File: config.mk
export PLATFORM = sky130hd
export DESIGN_NAME = tile_out_scaler
export DESIGN_NICKNAME = d
export VERILOG_FILES = /design/src/rtl/tile_out_scaler.sv
export SDC_FILE = /design/constraint.sdc
export NUM_CORES = 1
export LEC_CHECK = 0
export ABC_CLOCK_PERIOD_IN_PS = 9400
export CAP_MARGIN = 20
export CORE_ASPECT_RATIO = 1.75
export CORE_MARGIN = 2
export CORE_UTILIZATION = 55
export CTS_CLUSTER_SIZE = 24
export DETAILED_ROUTE_END_ITERATION = 6
export GPL_TIMING_DRIVEN = 0
export PLACE_DENSITY = 0.75
export SYNTH_ARGS = -nofsm -noshare
export SYNTH_HDL_FRONTEND = slang
export SYNTH_SLANG_ARGS = --single-unit
File: constraint.sdc
create_clock -name clock -period 9.4 [get_ports clock]
set_input_delay 0.94 -clock clock [delete_from_list [all_inputs] [get_ports clock]]
set_output_delay 0.94 -clock clock [all_outputs]
set_load 0.01 [all_outputs]
File: src/rtl/tile_out_scaler.sv
// tile_out_scaler
// Output stage behind the single-PE mesh tile. It takes the tile's signed
// accumulator value, applies a rounding arithmetic right shift and saturates
// the result to OUT_W signed bits. It also marks every ROWS-th result as the
// last of its group. Results go into a first-word-fall-through FIFO that is
// drained with a valid/ready handshake.
// The mesh cannot be stalled, so the input has no ready signal. A result
// that arrives when the FIFO is full is discarded and sets a sticky flag.
//
// Ports
//   clock         rising-edge clock
//   reset         asynchronous reset, active low
//   io_in_c       signed accumulator value from the tile
//   io_in_valid   io_in_c / io_in_shift are valid this cycle
//   io_in_shift   unsigned right-shift amount
//   io_out_bits   scaled, saturated result at the FIFO head (0 when empty)
//   io_out_last   head entry closes a group of ROWS results
//   io_out_valid  FIFO holds at least one entry
//   io_out_ready  consumer takes the head entry this cycle
//   io_overflow   sticky: at least one result was dropped
//   io_sat_count  saturated results seen, holds at 0xFFFF
//   io_clear      synchronous clear of overflow, sat count and row counter
module tile_out_scaler #(
    parameter int IN_W  = 19,
    parameter int OUT_W = 8,
    parameter int DEPTH = 4,
    parameter int ROWS  = 4
) (
    input  logic                   clock,
    input  logic                   reset,
    input  logic signed [IN_W-1:0] io_in_c,
    input  logic                   io_in_valid,
    input  logic [5:0]             io_in_shift,
    output logic [OUT_W-1:0]       io_out_bits,
    output logic                   io_out_last,
    output logic                   io_out_valid,
    input  logic                   io_out_ready,
    output logic                   io_overflow,
    output logic [15:0]            io_sat_count,
    input  logic                   io_clear
);

    localparam int SH_W  = $clog2(IN_W);
    localparam int PTR_W = $clog2(DEPTH);
    localparam int CNT_W = PTR_W + 1;
    localparam int ROW_W = (ROWS > 1) ? $clog2(ROWS) : 1;

    localparam logic signed [IN_W:0] SAT_MAX  = (IN_W+1)'(2**(OUT_W-1) - 1);
    localparam logic signed [IN_W:0] SAT_MIN  = ~SAT_MAX;
    localparam logic signed [IN_W:0] WIDE_ONE = (IN_W+1)'(1);

    logic                   s1Valid_q;
    logic signed [IN_W-1:0] s1C_q;
    logic [5:0]             s1Shift_q;

    logic [SH_W-1:0]        shiftEff;
    logic signed [IN_W:0]   cWide;
    logic signed [IN_W:0]   bias;
    logic signed [IN_W:0]   sum;
    logic signed [IN_W:0]   rounded;
    logic                   satHi;
    logic                   satLo;
    logic [OUT_W-1:0]       resBits;
    logic                   resLast;

    logic [OUT_W-1:0]       memBits [DEPTH];
    logic                   memLast [DEPTH];
    logic [PTR_W-1:0]       wrPtr_q, wrPtr_d;
    logic [PTR_W-1:0]       rdPtr_q, rdPtr_d;
    logic [CNT_W-1:0]       count_q, count_d;
    logic [ROW_W-1:0]       rowCnt_q, rowCnt_d;
    logic                   overflow_q, overflow_d;
    logic [15:0]            satCount_q, satCount_d;

    logic                   full;
    logic                   push;
    logic                   pop;
    logic                   drop;

    // The stage-1 register captures the tile output on every cycle. The
    // mesh does not wait, so this register has no enable.
    always_ff @(posedge clock or negedge reset) begin
        if (!reset) begin
            s1Valid_q <= 1'b0;
            s1C_q     <= '0;
            s1Shift_q <= '0;
        end else begin
            s1Valid_q <= io_in_valid;
            s1C_q     <= io_in_c;
            s1Shift_q <= io_in_shift;
        end
    end

    // Rounding shift and saturation. The math is one bit wider than the
    // input, so adding the half-LSB bias cannot wrap. When the shift is 0
    // the bias is zero and the value passes through unchanged.
    always_comb begin
        if (s1Shift_q > 6'(IN_W - 1)) begin
            shiftEff = SH_W'(IN_W - 1);
        end else begin
            shiftEff = s1Shift_q[SH_W-1:0];
        end
        cWide = {s1C_q[IN_W-1], s1C_q};
        bias  = '0;
        if (shiftEff != '0) begin
            bias = WIDE_ONE << (shiftEff - 1'b1);
        end
        sum     = cWide + bias;
        rounded = sum >>> shiftEff;
        satHi   = (rounded > SAT_MAX);
        satLo   = (rounded < SAT_MIN);
        if (satHi) begin
            resBits = SAT_MAX[OUT_W-1:0];
        end else if (satLo) begin
            resBits = SAT_MIN[OUT_W-1:0];
        end else begin
            resBits = rounded[OUT_W-1:0];
        end
        resLast = (rowCnt_q == ROW_W'(ROWS - 1));
    end

    // FIFO control and the bookkeeping counters. A full FIFO still accepts
    // a result when the head leaves in the same cycle. The row counter also
    // advances for dropped results, so the group tags stay aligned with the
    // mesh. A clear overrides any update in the same cycle.
    always_comb begin
        full = (count_q == CNT_W'(DEPTH));
        pop  = (count_q != '0) && io_out_ready;
        push = s1Valid_q && (!full || pop);
        drop = s1Valid_q && full && !pop;

        wrPtr_d    = push ? wrPtr_q + PTR_W'(1) : wrPtr_q;
        rdPtr_d    = pop  ? rdPtr_q + PTR_W'(1) : rdPtr_q;
        count_d    = count_q;
        if (push && !pop) begin
            count_d = count_q + CNT_W'(1);
        end else if (pop && !push) begin
            count_d = count_q - CNT_W'(1);
        end

        rowCnt_d   = rowCnt_q;
        overflow_d = overflow_q;
        satCount_d = satCount_q;
        if (s1Valid_q) begin
            rowCnt_d = resLast ? '0 : rowCnt_q + ROW_W'(1);
            if ((satHi || satLo) && (satCount_q != 16'hFFFF)) begin
                satCount_d = satCount_q + 16'd1;
            end
        end
        if (drop) begin
            overflow_d = 1'b1;
        end
        if (io_clear) begin
            rowCnt_d   = '0;
            overflow_d = 1'b0;
            satCount_d = '0;
        end
    end

    always_ff @(posedge clock or negedge reset) begin
        if (!reset) begin
            wrPtr_q    <= '0;
            rdPtr_q    <= '0;
            count_q    <= '0;
            rowCnt_q   <= '0;
            overflow_q <= 1'b0;
            satCount_q <= '0;
        end else begin
            wrPtr_q    <= wrPtr_d;
            rdPtr_q    <= rdPtr_d;
            count_q    <= count_d;
            rowCnt_q   <= rowCnt_d;
            overflow_q <= overflow_d;
            satCount_q <= satCount_d;
        end
    end

    // The storage array has no reset. A stale entry never reaches the
    // outputs because the head is masked whenever the FIFO is empty.
    always_ff @(posedge clock) begin
        if (push) begin
            memBits[wrPtr_q] <= resBits;
            memLast[wrPtr_q] <= resLast;
        end
    end

    assign io_out_valid = (count_q != '0);
    assign io_out_bits  = io_out_valid ? memBits[rdPtr_q] : '0;
    assign io_out_last  = io_out_valid ? memLast[rdPtr_q] : 1'b0;
    assign io_overflow  = overflow_q;
    assign io_sat_count = satCount_q;

endmodule

==> flow_summary.ini <==
[detailed_routing]
ant_nets = 0
via_count = 5675
drc = 0
drt_iter0_markers = 286
avgViaCountPerCell = 6.40
wirelength_mm = 18.2
firstDrtPassIters = 6
wl_per_cell_microns = 20.5

[final_layout]
final_cell_mix = nor2_1 (80), nand2_1 (61), clkdlybuf4s50_1 (54), dfrtp_1 (52), a21oi_1 (46)
area_growth_pct = 15.9
layout_commonest_cell = nor2_1
nets = 805
diodes = 0
final_core_util_pct = 65.3
drive_above_1_share_pct = 11.4

[clock_tree]
cts_max_path_buffers = 2
cts_tree = built
cts_setup_buffers = 0
clkTransAtPathRegs_ps = 80
root_buffer = clkbuf_16
clk_latency_ps = 350
holdBufCountCts = 0
ctsResizeCount = 0
numClockSinks = 88
cts.htree.levels = 3
numCtsBuffers = 9

[sta]
rsz0062_at_grt = no
post-route-period-util_pct = 69.2
finalMaxSlewViolations = 0
setup_viol = 0
tightest_slew_ps = 1010
final.setup_skew_ps = 14.0
max_slew_margin_pct = 32.3
period_minus_slack_ps = 6500
finalHoldViolations = 0
clock.fmax_ghz = 0.154
hold_ws_ps = 485
tns_ps = 0

[pwr]
power.total_mw = 1.32
p_leak_nw = 2.92
peakVddDrop_mv = 0.121
powerDensity_mw_per_mm2 = 176

[setup_path]
path_cells = clkbuf_1 -> nor2_1 -> clkbuf_1 -> buf_1 -> nand3b_1 -> nor2_1 -> ha_1 -> buf_2 -> a21oi_2 -> o21a_1 -> o211ai_1 -> a221oi_1 -> o21ai_0 -> a21oi_1 -> a21oi_1 -> o21ai_0 -> nand4_1 -> o31ai_4 -> buf_4 -> nor2_1 -> mux2_4
path_buf_inv = 5
r2r_cells = 21
crit_required_ps = 9630
timing.rr.end = io_sat_count[0]$_DFFE_PN0P_
max_stage_delay_ps = 630
crit_path_end_kind = flip-flop
path_class = reg2reg
cpMostUsedCell = nor2_1
path_delay_family = compound AO/OA/AOI/OAI gates
slowest_stage = a221oi_1
r2r_slack_ps = 2900
crit_fanout = 10
start_kind = flip-flop
reg2reg_from = s1Shift_q[5]$_DFF_PN0_
cp.arrival_ps = 6730

[die]
start_util_pct = 56.3
die_x_microns = 86.1
num_rows = 52
chipHeight_microns = 148
core_sq_mm = 0.0115
dieArea_sq_mm = 0.0127
io_pins = 57

[grt]
grt_pass1_vias = 5948
antenna_found_initial = 0
grt_start_max_net_pins = 39
track_usage_pct = 29.6
grt_first_pass_wirelength_mm = 29.3
globalRouteOverflowTotal = 0

[logic_synthesis]
ys_ff_latch = 88
avgSynthCellArea_sq_um = 9.53
yosysUniqueCellTypes = 89
yosys_warnings = 0
ys_async_sr_fraction_pct = 59.1
syn-num-nets = 738
syn-cell-area_sq_mm = 0.00648
yosysTopAreaCell = dfrtp_1
yosysTopAreaCellShare_pct = 20.1
synth-edff-count = 36
yosysSeqAreaShare_pct = 36.7
synth_flop_cell = dfrtp_1
synthCells = 680
synth_area_leaders = dfrtp_1 (20%), edfxtp_1 (17%), ha_1 (5.0%)

[min_path]
hold_depth = 1
hp-class = reg2reg
hold_start = count_q[2]$_DFFE_PN0P_
hold_end = count_q[2]$_DFFE_PN0P_

[place]
gp_congestion = 0.995
hpwl_mm = 14.2
port_buffers = 55

[run]
cap_violations = 0

[status]
status = completed
-- per-stage QoR --
step | instances | setup WS [ps] | cell area (sq um)
final | 887 | 2900 | 7520
after global placement | 870 | 3110 | 7200
after detailed placement | 871 | 3050 | 7220
after global routing | 887 | 2580 | 7520
after CTS | 887 | 3010 | 7520
after floorplan | 680 | 4490 | 6480
-- cell type report --
class | instances | area (sq um)
multi-input combinational | 542 | 3860
inverter | 11 | 41.3
fill | 961 | 4000
clock inverter | 7 | 72.6
tap | 135 | 169
clock buffer | 9 | 225
timing repair buffer | 56 | 566
buffer | 39 | 204
sequential | 88 | 2380
-- synthesized netlist by cell type (all sizes together) (3+ instances only) --
cell type  instances
o31ai             13
nand2b            11
a211oi            12
nor4               8
inv               11
mux2i             10
o21ai             32
xnor2             13
nand4              9
o21bai             3
a21oi             49
a31oi              9
xor2               5
or3                6
nand3             17
dfrtp             52
mux2              10
nand2             61
edfxtp            36
o21a               9
or4                8
and4               4
nor2              80
or2                3
nor3              15
mux4               9
o22ai              4
a211o              3
o211ai            14
buf               17
and3               6
nor2b             11
clkbuf            22
ha                26
a21boi             4
a221oi             3
a21o              12
and2              22
-- where the power goes --
part	switching, mW	internal (mW)	total (mW)
clock network	0.170	0.188	0.358
logic	0.248	0.220	0.469
registers	0.0257	0.470	0.495
-- cells by family after synthesis --
logic type	after synthesis	synth area share [%]
xor gates and xnor gates	18	2.72
AOI/OAI and AO/OA	199	22.7
DFF	88	36.7
adders and majority gates	28	5.63
buffers and inverters	50	3.78
other	1	0.0578
and+or+nand+nor	267	21.5
muxes	29	6.87
-- layer usage --
layer | wire, microns | track usage, % | vias to the layer above
li1 | - | - | 2677
met1 | 6360 | 29.2 | 2734
met2 | 9900 | 55.1 | 182
met3 | 606 | 4.63 | 82
met4 | 1340 | 19.8 | 0
met5 | 0 | 0 | -
-- how the worst max path moves through the flow --
stage                                       from                      endpoint  slack (ps)  cells after the start
after global routing      s1Shift_q[5]$_DFF_PN0_  io_sat_count[15]$_DFFE_PN0P_        2580                     21
after CTS                 s1Shift_q[5]$_DFF_PN0_   io_sat_count[0]$_DFFE_PN0P_        3010                     21
after global placement    s1Shift_q[5]$_DFF_PN0_   io_sat_count[0]$_DFFE_PN0P_        3110                     21
final                     s1Shift_q[5]$_DFF_PN0_   io_sat_count[0]$_DFFE_PN0P_        2900                     21
after detailed placement  s1Shift_q[5]$_DFF_PN0_   io_sat_count[0]$_DFFE_PN0P_        3050                     21
after floorplan           s1Shift_q[5]$_DFF_PN0_       memBits[0][2]$_DFFE_PP_        4490                     20
-- sequential cells by signal, summed over array words and instances (netlist names) --
| register | count |
|---|---|
| count_q | 3 |
| io_overflow | 1 |
| io_sat_count | 16 |
| memBits | 32 |
| memLast | 4 |
| rdPtr_q | 2 |
| rowCnt_q | 2 |
| s1C_q | 19 |
| s1Shift_q | 6 |
| s1Valid_q | 1 |
| wrPtr_q | 2 |
Note: power is estimated with default switching activity, not from simulation.
